--- config.mk ---
export PLATFORM = sky130hd
export DESIGN_NAME = harmonic_accumulator
export DESIGN_NICKNAME = d
export VERILOG_FILES = /design/src/rtl/harmonic_accumulator.sv
export SDC_FILE = /design/constraint.sdc
export NUM_CORES = 1
export LEC_CHECK = 0
export ABC_AREA = 1
export BUFFER_PORTS_ARGS = -buffer_cell sky130_fd_sc_hd__buf_2
export CAP_MARGIN = 10
export CORE_MARGIN = 4
export CORE_UTILIZATION = 49
export DETAILED_ROUTE_END_ITERATION = 10
export GPL_ROUTABILITY_DRIVEN = 0
export PLACE_DENSITY = 0.77
export SKIP_LAST_GASP = 1
export SLEW_MARGIN = 20
export SYNTH_ARGS = -nofsm -noshare
export SYNTH_HDL_FRONTEND = slang
export SYNTH_SLANG_ARGS = --single-unit
--- constraint.sdc ---
create_clock -name i_Clock -period 5.97 [get_ports i_Clock]
set_input_delay 0.2985 -clock i_Clock [delete_from_list [all_inputs] [get_ports i_Clock]]
set_output_delay 0.2985 -clock i_Clock [all_outputs]
set_load 0.03 [all_outputs]
--- src/rtl/harmonic_accumulator.sv ---
// harmonic_accumulator: sequences the harmonic series for one output sample,
// fetching a sine value per harmonic, weighting it by the attenuation multiple
// and accumulating; emits the scaled sum as one registered sample.
module harmonic_accumulator #(
  parameter int DIV_BIT     = 8,
  parameter int SAMPLE_BITS = 16,
  parameter int HARM_BITS   = 7
) (
  input  logic                             i_Clock,
  input  logic                             i_Reset,
  input  logic                             i_Sample_Start,
  input  logic [HARM_BITS-1:0]             i_Harmonic_Count,
  input  logic [DIV_BIT-1:0]               i_Mult,
  input  logic [SAMPLE_BITS-1:0]           i_Sine,
  input  logic                             i_Sine_Valid,
  output logic                             o_Mult_Restart,
  output logic                             o_Mult_Start,
  output logic                             o_Sine_Req,
  output logic [HARM_BITS-1:0]             o_Harmonic,
  output logic                             o_Busy,
  output logic [SAMPLE_BITS+HARM_BITS-1:0] o_Sample,
  output logic                             o_Sample_Valid
);

  localparam int ACC_W  = SAMPLE_BITS + DIV_BIT + HARM_BITS;
  localparam int PROD_W = SAMPLE_BITS + DIV_BIT + 1;
  localparam int OUT_W  = SAMPLE_BITS + HARM_BITS;

  typedef enum logic [2:0] {
    S_IDLE,
    S_RESTART,
    S_REQ,
    S_WAIT,
    S_DONE
  } state_t;

  state_t                   state_q;
  logic [HARM_BITS-1:0]     n_q;
  logic [HARM_BITS-1:0]     idx_q;
  logic signed [ACC_W-1:0]  acc_q;
  logic [OUT_W-1:0]         sample_q;
  logic                     mult_restart_q;
  logic                     mult_start_q;
  logic                     sine_req_q;
  logic                     sample_valid_q;

  logic signed [PROD_W-1:0] prod_d;
  logic signed [ACC_W-1:0]  acc_d;
  logic [HARM_BITS-1:0]     idx_d;
  logic                     last_d;
  logic [OUT_W-1:0]         sample_d;

  // Datapath: signed sine times zero-extended multiple, running sum, final scaling.
  always_comb begin
    prod_d   = $signed(i_Sine) * $signed({1'b0, i_Mult});
    acc_d    = acc_q + prod_d;
    idx_d    = idx_q + HARM_BITS'(1);
    // A zero multiple means every later harmonic contributes nothing.
    last_d   = (idx_d == n_q) || (i_Mult == '0);
    sample_d = OUT_W'(acc_q >>> DIV_BIT);
  end

  // Sequencer with registered strobes; strobes default low each cycle.
  always_ff @(posedge i_Clock) begin
    if (i_Reset) begin
      state_q        <= S_IDLE;
      n_q            <= '0;
      idx_q          <= '0;
      acc_q          <= '0;
      sample_q       <= '0;
      mult_restart_q <= 1'b0;
      mult_start_q   <= 1'b0;
      sine_req_q     <= 1'b0;
      sample_valid_q <= 1'b0;
    end else begin
      mult_restart_q <= 1'b0;
      mult_start_q   <= 1'b0;
      sine_req_q     <= 1'b0;
      sample_valid_q <= 1'b0;
      case (state_q)
        S_IDLE: begin
          if (i_Sample_Start) begin
            n_q   <= i_Harmonic_Count;
            acc_q <= '0;
            idx_q <= '0;
            if (i_Harmonic_Count == '0) begin
              state_q <= S_DONE;
            end else begin
              state_q        <= S_RESTART;
              mult_restart_q <= 1'b1;
            end
          end
        end
        S_RESTART: begin
          state_q    <= S_REQ;
          sine_req_q <= 1'b1;
        end
        S_REQ: begin
          state_q <= S_WAIT;
        end
        S_WAIT: begin
          if (i_Sine_Valid) begin
            acc_q        <= acc_d;
            idx_q        <= idx_d;
            mult_start_q <= 1'b1;
            if (last_d) begin
              state_q <= S_DONE;
            end else begin
              state_q    <= S_REQ;
              sine_req_q <= 1'b1;
            end
          end
        end
        S_DONE: begin
          sample_q       <= sample_d;
          sample_valid_q <= 1'b1;
          state_q        <= S_IDLE;
        end
        default: state_q <= S_IDLE;
      endcase
    end
  end

  assign o_Mult_Restart = mult_restart_q;
  assign o_Mult_Start   = mult_start_q;
  assign o_Sine_Req     = sine_req_q;
  assign o_Harmonic     = idx_q;
  assign o_Busy         = (state_q != S_IDLE);
  assign o_Sample       = sample_q;
  assign o_Sample_Valid = sample_valid_q;

endmodule

## After elaboration in Yosys (flattened, before gate mapping)

Cells that the tools add are included.

| word-level totals | value |
|---|---|
| register bits | 75 |
| input bits | 35 |
| word-level logic and storage cells | 50 |

| operators by class | value |
|---|---|
| add/sub/neg operators | 2 |
| multipliers | 1 |
| equality and inequality tests | 7 |
| multiplexer cells | 17 |
| bitwise gates (word level) | 3 |
| reduce and logical (&&, ||, !) cells | 11 |

Operators by type and width:

| operator | count |
|---|---|
| $mux W31 | 2 |
| $pmux W31 S2 | 1 |
| $add A31 B25 Y31 | 1 |
| $mul A16 B9 Y25 | 1 |
| $mux W7 | 2 |
| $pmux W7 S2 | 1 |
| $mux W3 | 4 |
| $pmux W3 S4 | 1 |
| $logic_not A8 Y1 | 1 |
| $add A7 B1 Y7 const B | 1 |
| $eq A7 B7 Y1 | 1 |
| $logic_not A7 Y1 | 1 |
| $eq A3 B2 Y1 const B | 2 |
| $mux W1 | 5 |
| $ne A2 B2 Y1 const B | 2 |
| $reduce_and A2 Y1 | 2 |
| $eq A3 B1 Y1 const B | 1 |
| $eq A3 B3 Y1 const B | 1 |
| $logic_not A3 Y1 | 1 |
| $not A1 Y1 | 3 |
| $reduce_and A3 Y1 | 1 |
| $reduce_bool A3 Y1 | 1 |
| $reduce_or A3 Y1 | 1 |
| $pmux W1 S2 | 1 |
| other kinds (3) | 3 |

## Logic depth before layout (Yosys ltp)

Gate-level depths: netlist of run 1.

| logic depth | value |
|---|---|
| depth in word-level cells | 6 |
| mapped depth | 25 |

## Worst setup path after synthesis of run 1

OpenSTA, ideal clock, no wires.

| timing path | value |
|---|---|
| path type | input to register |
| start point | in i_Mult[2] |
| end point | reg acc_q[29] |
| setup time | 0.132 ns |
| arrival time | 4.795 ns |
| data required time | 5.838 ns |
| path slack | 1.043 ns |
| stages on the path | 22 |
| buffers on the path | 2 |
| cells stage by stage | clkbuf_1 -> clkbuf_1 -> nand2_1 -> fa_1 -> fa_1 -> fa_1 -> inv_1 -> fa_1 -> inv_1 -> fa_1 -> inv_1 -> ha_1 -> nand2_1 -> inv_1 -> nand2_1 -> nor3_1 -> and2_1 -> nand2_1 -> nand2_1 -> nand2_1 -> nand3_1 -> a21oi_1 |

| on the way | value |
|---|---|
| word-level cells in the longest chain between the ends | 4 |

Ends and longest elaborated chain:

| element | line | text |
|---|---|---|
| from (decl) | 13 | `input logic [DIV_BIT-1:0] i_Mult,` |
| $mul A16 B9 Y25 | 55 | `prod_d = $signed(i_Sine) * $signed({1'b0, i_Mult});` |
| $add A31 B25 Y31 | 56 | `acc_d = acc_q + prod_d;` |
| $mux W31 | 102 | `if (i_Sine_Valid) begin` |
| $pmux W31 S2 | 80 | `case (state_q)` |
| to (signal assigned) | 69 | `acc_q <= '0;` |
| to (signal assigned) | 84 | `acc_q <= '0;` |
| to (signal assigned) | 103 | `acc_q <= acc_d;` |
| to (decl) | 40 | `logic signed [ACC_W-1:0] acc_q;` |

No other way between the ends. The select of a mux whose other input is x is not followed.
A chain may end at the register's enable or synchronous reset.

## Worst setup path in the final report of run 1

| timing path | value |
|---|---|
| start point | in i_Mult[0] |
| end point | reg acc_q[27] |

The elaborated chain is that of the path after synthesis.

==> results of run 1 <==
[logic make-up (layout without fill, tap and decap cells)]
family | count (synthesis) | count (layout) | synth area share [%]
XOR/XNOR | 5 | 5 | 0.4559
adder cells (fa/ha/maj) | 196 | 196 | 35.76
AO/OA/AOI/OAI | 135 | 135 | 7.281
flip-flops | 75 | 75 | 15.63
buffers and inverters | 415 | 450 | 16.44
AND/OR/NAND/NOR | 573 | 573 | 24.43
[worst register-to-register path, cell delays in order (launching register included)]
cell	delay, ns
dfxtp_1	0.33
inv_1	0.08
fa_1	0.53
inv_1	0.05
ha_1	0.32
nand2_1	0.14
inv_1	0.05
a21oi_1	0.30
nand3_1	0.28
nand3_1	0.19
nand2_1	0.08
nand2_1	0.06
nand3_1	0.10
a21oi_1	0.15
[sequential cells by signal (all words and copies together) (netlist names)]
signal,cells
o_Mult_Restart,1
o_Sample,23
n_q,7
o_Mult_Start,1
state_q,3
acc_q,31
o_Harmonic,7
o_Sine_Req,1
o_Sample_Valid,1
[per-layer routing]
metal  vias to the layer above  GRT usage [%]  wire [um]
li1                       4175              -          -
met1                      3976          30.17      10440
met2                       258          34.94      10610
met3                        35          3.709       1470
met4                         0          6.189        355
met5                         -              0          0
[worst max-delay path by stage]
| stage | slack [ns] | start | to |
|---|---|---|---|
| 2_1_floorplan | 1.04 | i_Mult[2] | acc_q[29]$_SDFFE_PP0P_ |
| 3_3_place_gp | 0.67 | i_Mult[0] | acc_q[27]$_SDFFE_PP0P_ |
| 3_5_place_dp | 0.64 | i_Mult[0] | acc_q[27]$_SDFFE_PP0P_ |
| 4_1_cts | 0.99 | i_Mult[0] | acc_q[27]$_SDFFE_PP0P_ |
| 5_1_grt | 0.63 | i_Mult[0] | acc_q[28]$_SDFFE_PP0P_ |
| 6_report | 0.92 | i_Mult[0] | acc_q[27]$_SDFFE_PP0P_ |
[power by group]
group | leakage, nW | internal (mW) | switching [mW]
Combinational | 5.23 | 1.26 | 2.39
Sequential | 0.608 | 0.540 | 0.0241
Clock | 0.150 | 0.339 | 0.241
Total | 5.98 | 2.14 | 2.65
[stage by stage]
stage / utilization (%) / total power [mW] / worst slack [ns] / hold WS [ns]
after global placement: 52.97 / 4.083 / 0.6668 / 0.4531
after floorplan: - / 3.366 / 1.043 / 0.4436
final: 54.61 / 4.790 / 0.9228 / 0.2159
after CTS: 54.61 / 4.776 / 0.9859 / 0.2067
after detailed placement: 52.97 / 4.141 / 0.6376 / 0.4586
after global routing: 54.61 / 5.374 / 0.6297 / 0.2226
[layout make-up]
| class | instances | area (sq um) |
|---|---|---|
| fillers | 1822 | 8632 |
| multi-input cells | 909 | 6529 |
| flip-flops and latches | 75 | 1501 |
| inverters | 364 | 1366 |
| repair buffers | 70 | 352.8 |
| well taps | 260 | 325.3 |
| clock buffers | 10 | 239.0 |
| clock inverters | 6 | 72.57 |
[cells in the final DEF, fill, tap and decap left out, drive strengths merged, types with 4 or more instances in the layout]
| cell | n |
|---|---|
| buf | 70 |
| dfxtp | 75 |
| nor4 | 4 |
| inv | 366 |
| o21bai | 4 |
| nand4 | 10 |
| nor3 | 6 |
| ha | 65 |
| a21oi | 87 |
| nor2 | 61 |
| fa | 131 |
| nand3 | 69 |
| and2 | 5 |
| clkbuf | 10 |
| o21ai | 40 |
| nand2 | 407 |
| or2 | 8 |
==> results.toml, run 1 <==
[hold_path]
worstHoldPathType = "primary input to flop"
min_from = "i_Harmonic_Count[0]"
hold_end = "n_q[0]$_SDFFE_PP0P_"
whs_path_depth = 3

[yosys]
synthFlopType = "dfxtp_1"
synth_fp_nets = 1630
synth_edf_count = 0
synth-seq-area-share_pct = 15.63
synth-seq-cells = 75
synthCells = 1399
ys_warn_count = 0
synth_cell_type_count = 34
syn_avg_cell_area_sq_um = 6.867
yosysMostFrequentCell = "nand2_1"
synth_common_cells = "402 x nand2_1, 357 x inv_1, 131 x fa_1"
synthArstFlopShare_pct = 0
synth_top_area_share_pct = 27.30
synth.area.top_cells = "fa_1 27%, nand2_1 16%, dfxtp_1 16%, inv_1 14%, ha_1 8.5%"
syn-cell-area_sq_um = 9607
yosysTopAreaCell = "fa_1"

[global_routing]
grt_max_degree = 43
grt_usage_pct = 21.67
grt_pass1_wl_um = 38850
overflow = 0
antenna_found_initial = 0
grt_pass1_vias = 8211

[setup_path]
critPathTopFamily = "adder cells"
r2r_start = "acc_q[9]$_SDFFE_PP0P_"
crit_path_frequent_cell = "fa_1"
cp.arrival_ns = 5.25
cp_cell_sequence = "buf_2 > nand2_1 > fa_1 > fa_1 > fa_1 > fa_1 > inv_1 > fa_1 > ha_1 > nand2_1 > nor2_1 > and2_1 > nand3_1 > nand2_1 > nand2_1 > nand3_1 > a21oi_1"
crit_path_max_incr_delay_ns = 0.76
cp_num_buf_inv = 2
endpoint_kind = "flop"
r2r-end = "acc_q[27]$_SDFFE_PP0P_"
crit_fanout = 17
cp.depth = 17
crit_type = "primary input to flop"
crit_required_ns = 6.17
critPathLaunchType = "primary input"
r2r_setup_slack_ns = 3.24
cp_slowest_cell = "fa_1"
r2r_cells = 13

[routing]
drt-initial-drc-count = 463
firstDrtPassIters = 5
route.detailed.drc = 0
viasPerCell = 4.985
final_antenna_net_count = 0
routed_wl_um = 22880
dr_total_vias = 8444
wire_per_inst_um = 13.50

[layout]
final_net_count = 1660
drive_gt1_share_pct = 7.741
fin_cells = 1694
final_area_sq_um = 10390
diodes = 0
syn2layout_area_growth_pct = 8.114

[power_and_ir_drop]
p_per_area_nw_per_um2 = 461.2
vdd_ir_drop_max_mv = 0.2215
leakage_nw = 5.985

[timing]
finalMaxSlewViolations = 0
setup_tns_ns = 0
hold_viol_final = 0
fmax_mhz = 198.1
fin_crit_sh_pct = 84.54
finClkSkew_ns = 0.008372
setup_violations = 0
rsz0062_at_grt = "no"
relSlewSlack_pct = 41.58
min_period_ns = 5.047
tightest_slew_ns = 0.8762

[clocking]
clk_path_buf_depth = 2
cts-buffers-inserted = 9
htreeDepth = 3
clock-root-buffer = "clkbuf_16"
post_cts_buffers = 0
clock_latency_ns = 0.36
cts_tree = "done"
cts_resized = 0
cts.clk_slew.worst_paths_ns = 0.07
cts_sinks = 75
cts_hold_buf = 0

[floorplanning]
core_sq_um = 19020
row_count = 50
die_w_um = 148.0
start_util_pct = 50.51
die_y_um = 148.0
dieArea_sq_um = 21910
ios = 70

[placed_design]
hpwl_um = 18250
port-buffer-count = 69
placed_area_sq_um = 10070
post-place-cells = 1678

[run]
maxCapViolations = 0

[run_status]
status = "completed"
Power figures use the tool's default switching activity.
==> run 2, diff against run 1 <==
clock period = 4.9 ns   (was 5.97 ns; I/O delays follow)
==> results.toml, run 2 (synthesized netlist as in run 1, its figures left out) <==
[setup_path]
crit_path_frequent_cell = "nand2_1"
crit_type = "primary input to flop"
cp.arrival_ns = 4.82
critPathLaunchType = "primary input"
endpoint_kind = "flop"
crit_path_max_incr_delay_ns = 0.64
r2r_setup_slack_ns = 2.20
cp_cell_sequence = "buf_2 > nand2_1 > fa_2 > fa_2 > fa_1 > inv_1 > fa_1 > inv_1 > fa_1 > inv_1 > ha_1 > nand2_1 > inv_1 > nand2_1 > nor3_1 > and2_1 > nand2_1 > nand2_1 > nand2_1 > nand3_1 > a21oi_1"
crit_required_ns = 5.09
crit_fanout = 7
cp_slowest_cell = "fa_2"

[routing]
drt-initial-drc-count = 472
routed_wl_um = 22920
route.detailed.drc = 0
final_antenna_net_count = 0
firstDrtPassIters = 5
viasPerCell = 4.898
dr_total_vias = 8440
wire_per_inst_um = 13.30

[global_routing]
grt_pass1_wl_um = 40080
grt_max_degree = 43
antenna_found_initial = 0
grt_pass1_vias = 8581
grt_usage_pct = 22.01
overflow = 0

[clocking]
clk_path_buf_depth = 2
cts-buffers-inserted = 9
clock-root-buffer = "clkbuf_16"
cts_tree = "done"
post_cts_buffers = 0
clock_latency_ns = 0.35
cts_sinks = 75
htreeDepth = 3
cts.clk_slew.worst_paths_ns = 0.06

[power_and_ir_drop]
vdd_ir_drop_max_mv = 0.3577
leakage_nw = 6.117
p_clk_share_pct = 11.0
switching_share_pct = 53.31
power.internal_mw = 2.919
power.total_mw = 6.251
p_per_area_nw_per_um2 = 588.2
p_switching_mw = 3.332
power_frac_comb_pct = 77.9
seq_power_share_pct = 11.0

[layout]
drive_gt1_share_pct = 9.843
largest-register = "acc_q"
fin_util_pct = 55.88
diodes = 0
fin_cells = 1723
final_area_sq_um = 10630
syn2layout_area_growth_pct = 10.61
final_common_cell = "nand2_1"
largest_register_ffs = 31
final_net_count = 1689
final_cell_mix = "401 x nand2_1, 356 x inv_1, 128 x fa_1"
fillers = 1802

[placed_design]
hpwl_um = 18850
port-buffer-count = 69
pre_cts_slack_ns = -0.1596
post-place-cells = 1707
placed_area_sq_um = 10290

[timing]
fmax_mhz = 216.1
fin_ws_ns = 0.2734
finalMaxSlewViolations = 0
tightest_slew_ns = 1.030
min_period_ns = 4.627
fin_crit_sh_pct = 94.42
hold_viol_final = 0
whs_ns = 0.1725
setup_tns_ns = 0
setup_violations = 0
finClkSkew_ns = 0.008646
relSlewSlack_pct = 30.91
rsz0062_at_grt = "no"

[floorplanning]
die_y_um = 148.0
dieArea_sq_um = 21910
row_count = 50
start_util_pct = 50.51
ios = 70
die_w_um = 148.0
core_sq_um = 19020

[hold_path]
worstHoldPathType = "primary input to flop"

[run]
maxCapViolations = 0

[run_status]
status = "completed"
## run 2: path summary, 6_finish.rpt
path / startpoint / end / cells after the start
max: i_Mult[2] / acc_q[29]$_SDFFE_PP0P_ / 21
min: i_Harmonic_Count[0] / n_q[0]$_SDFFE_PP0P_ / 3
max reg2reg: acc_q[10]$_SDFFE_PP0P_ / acc_q[22]$_SDFFE_PP0P_ / 14
min reg2reg: acc_q[18]$_SDFFE_PP0P_ / acc_q[18]$_SDFFE_PP0P_ / 2
## run 2: cell type report
class / instances / area (sq um) / share of cell area, %
clock buffers: 10 / 229.0 / 2.155
clock inverters: 6 / 72.57 / 0.6829
inverters: 364 / 1366 / 12.86
multi-input cells: 909 / 6554 / 61.67
flip-flops and latches: 75 / 1501 / 14.13
well taps: 260 / 325.3 / 3.061
repair buffers: 99 / 578.1 / 5.440
## run 2: per-layer routing
metal	track usage [%]	up-vias	wire, um
li1	-	4235	-
met5	0	-	0
met1	30.76	3928	10570
met2	36.65	246	10620
met4	5.404	0	343
met3	2.606	31	1386
## run 2: critical path, delay by kind of cell
kind            cells  cell delay [ns]
fa+ha+maj           6             3.09
buf+inv             5             0.42
simple gates        9             0.98
compound gates      1             0.07
## run 2: power groups by stage
stage | Clock [mW] | Combinational [mW] | Sequential, mW
after floorplan | 0 | 3.37 | 0.736
after global placement | 0 | 4.68 | 0.701
after detailed placement | 0 | 4.75 | 0.701
after CTS | 0.698 | 4.82 | 0.688
after global routing | 0.726 | 5.59 | 0.695
final | 0.690 | 4.87 | 0.689
## run 2: what timing repair did
item / in CTS / in global routing
hold buffers: 0 / 0
setup endpoints to repair: 0 / 14
resized for setup: 0 / 8
endpoints found under the hold margin: 0 / 0
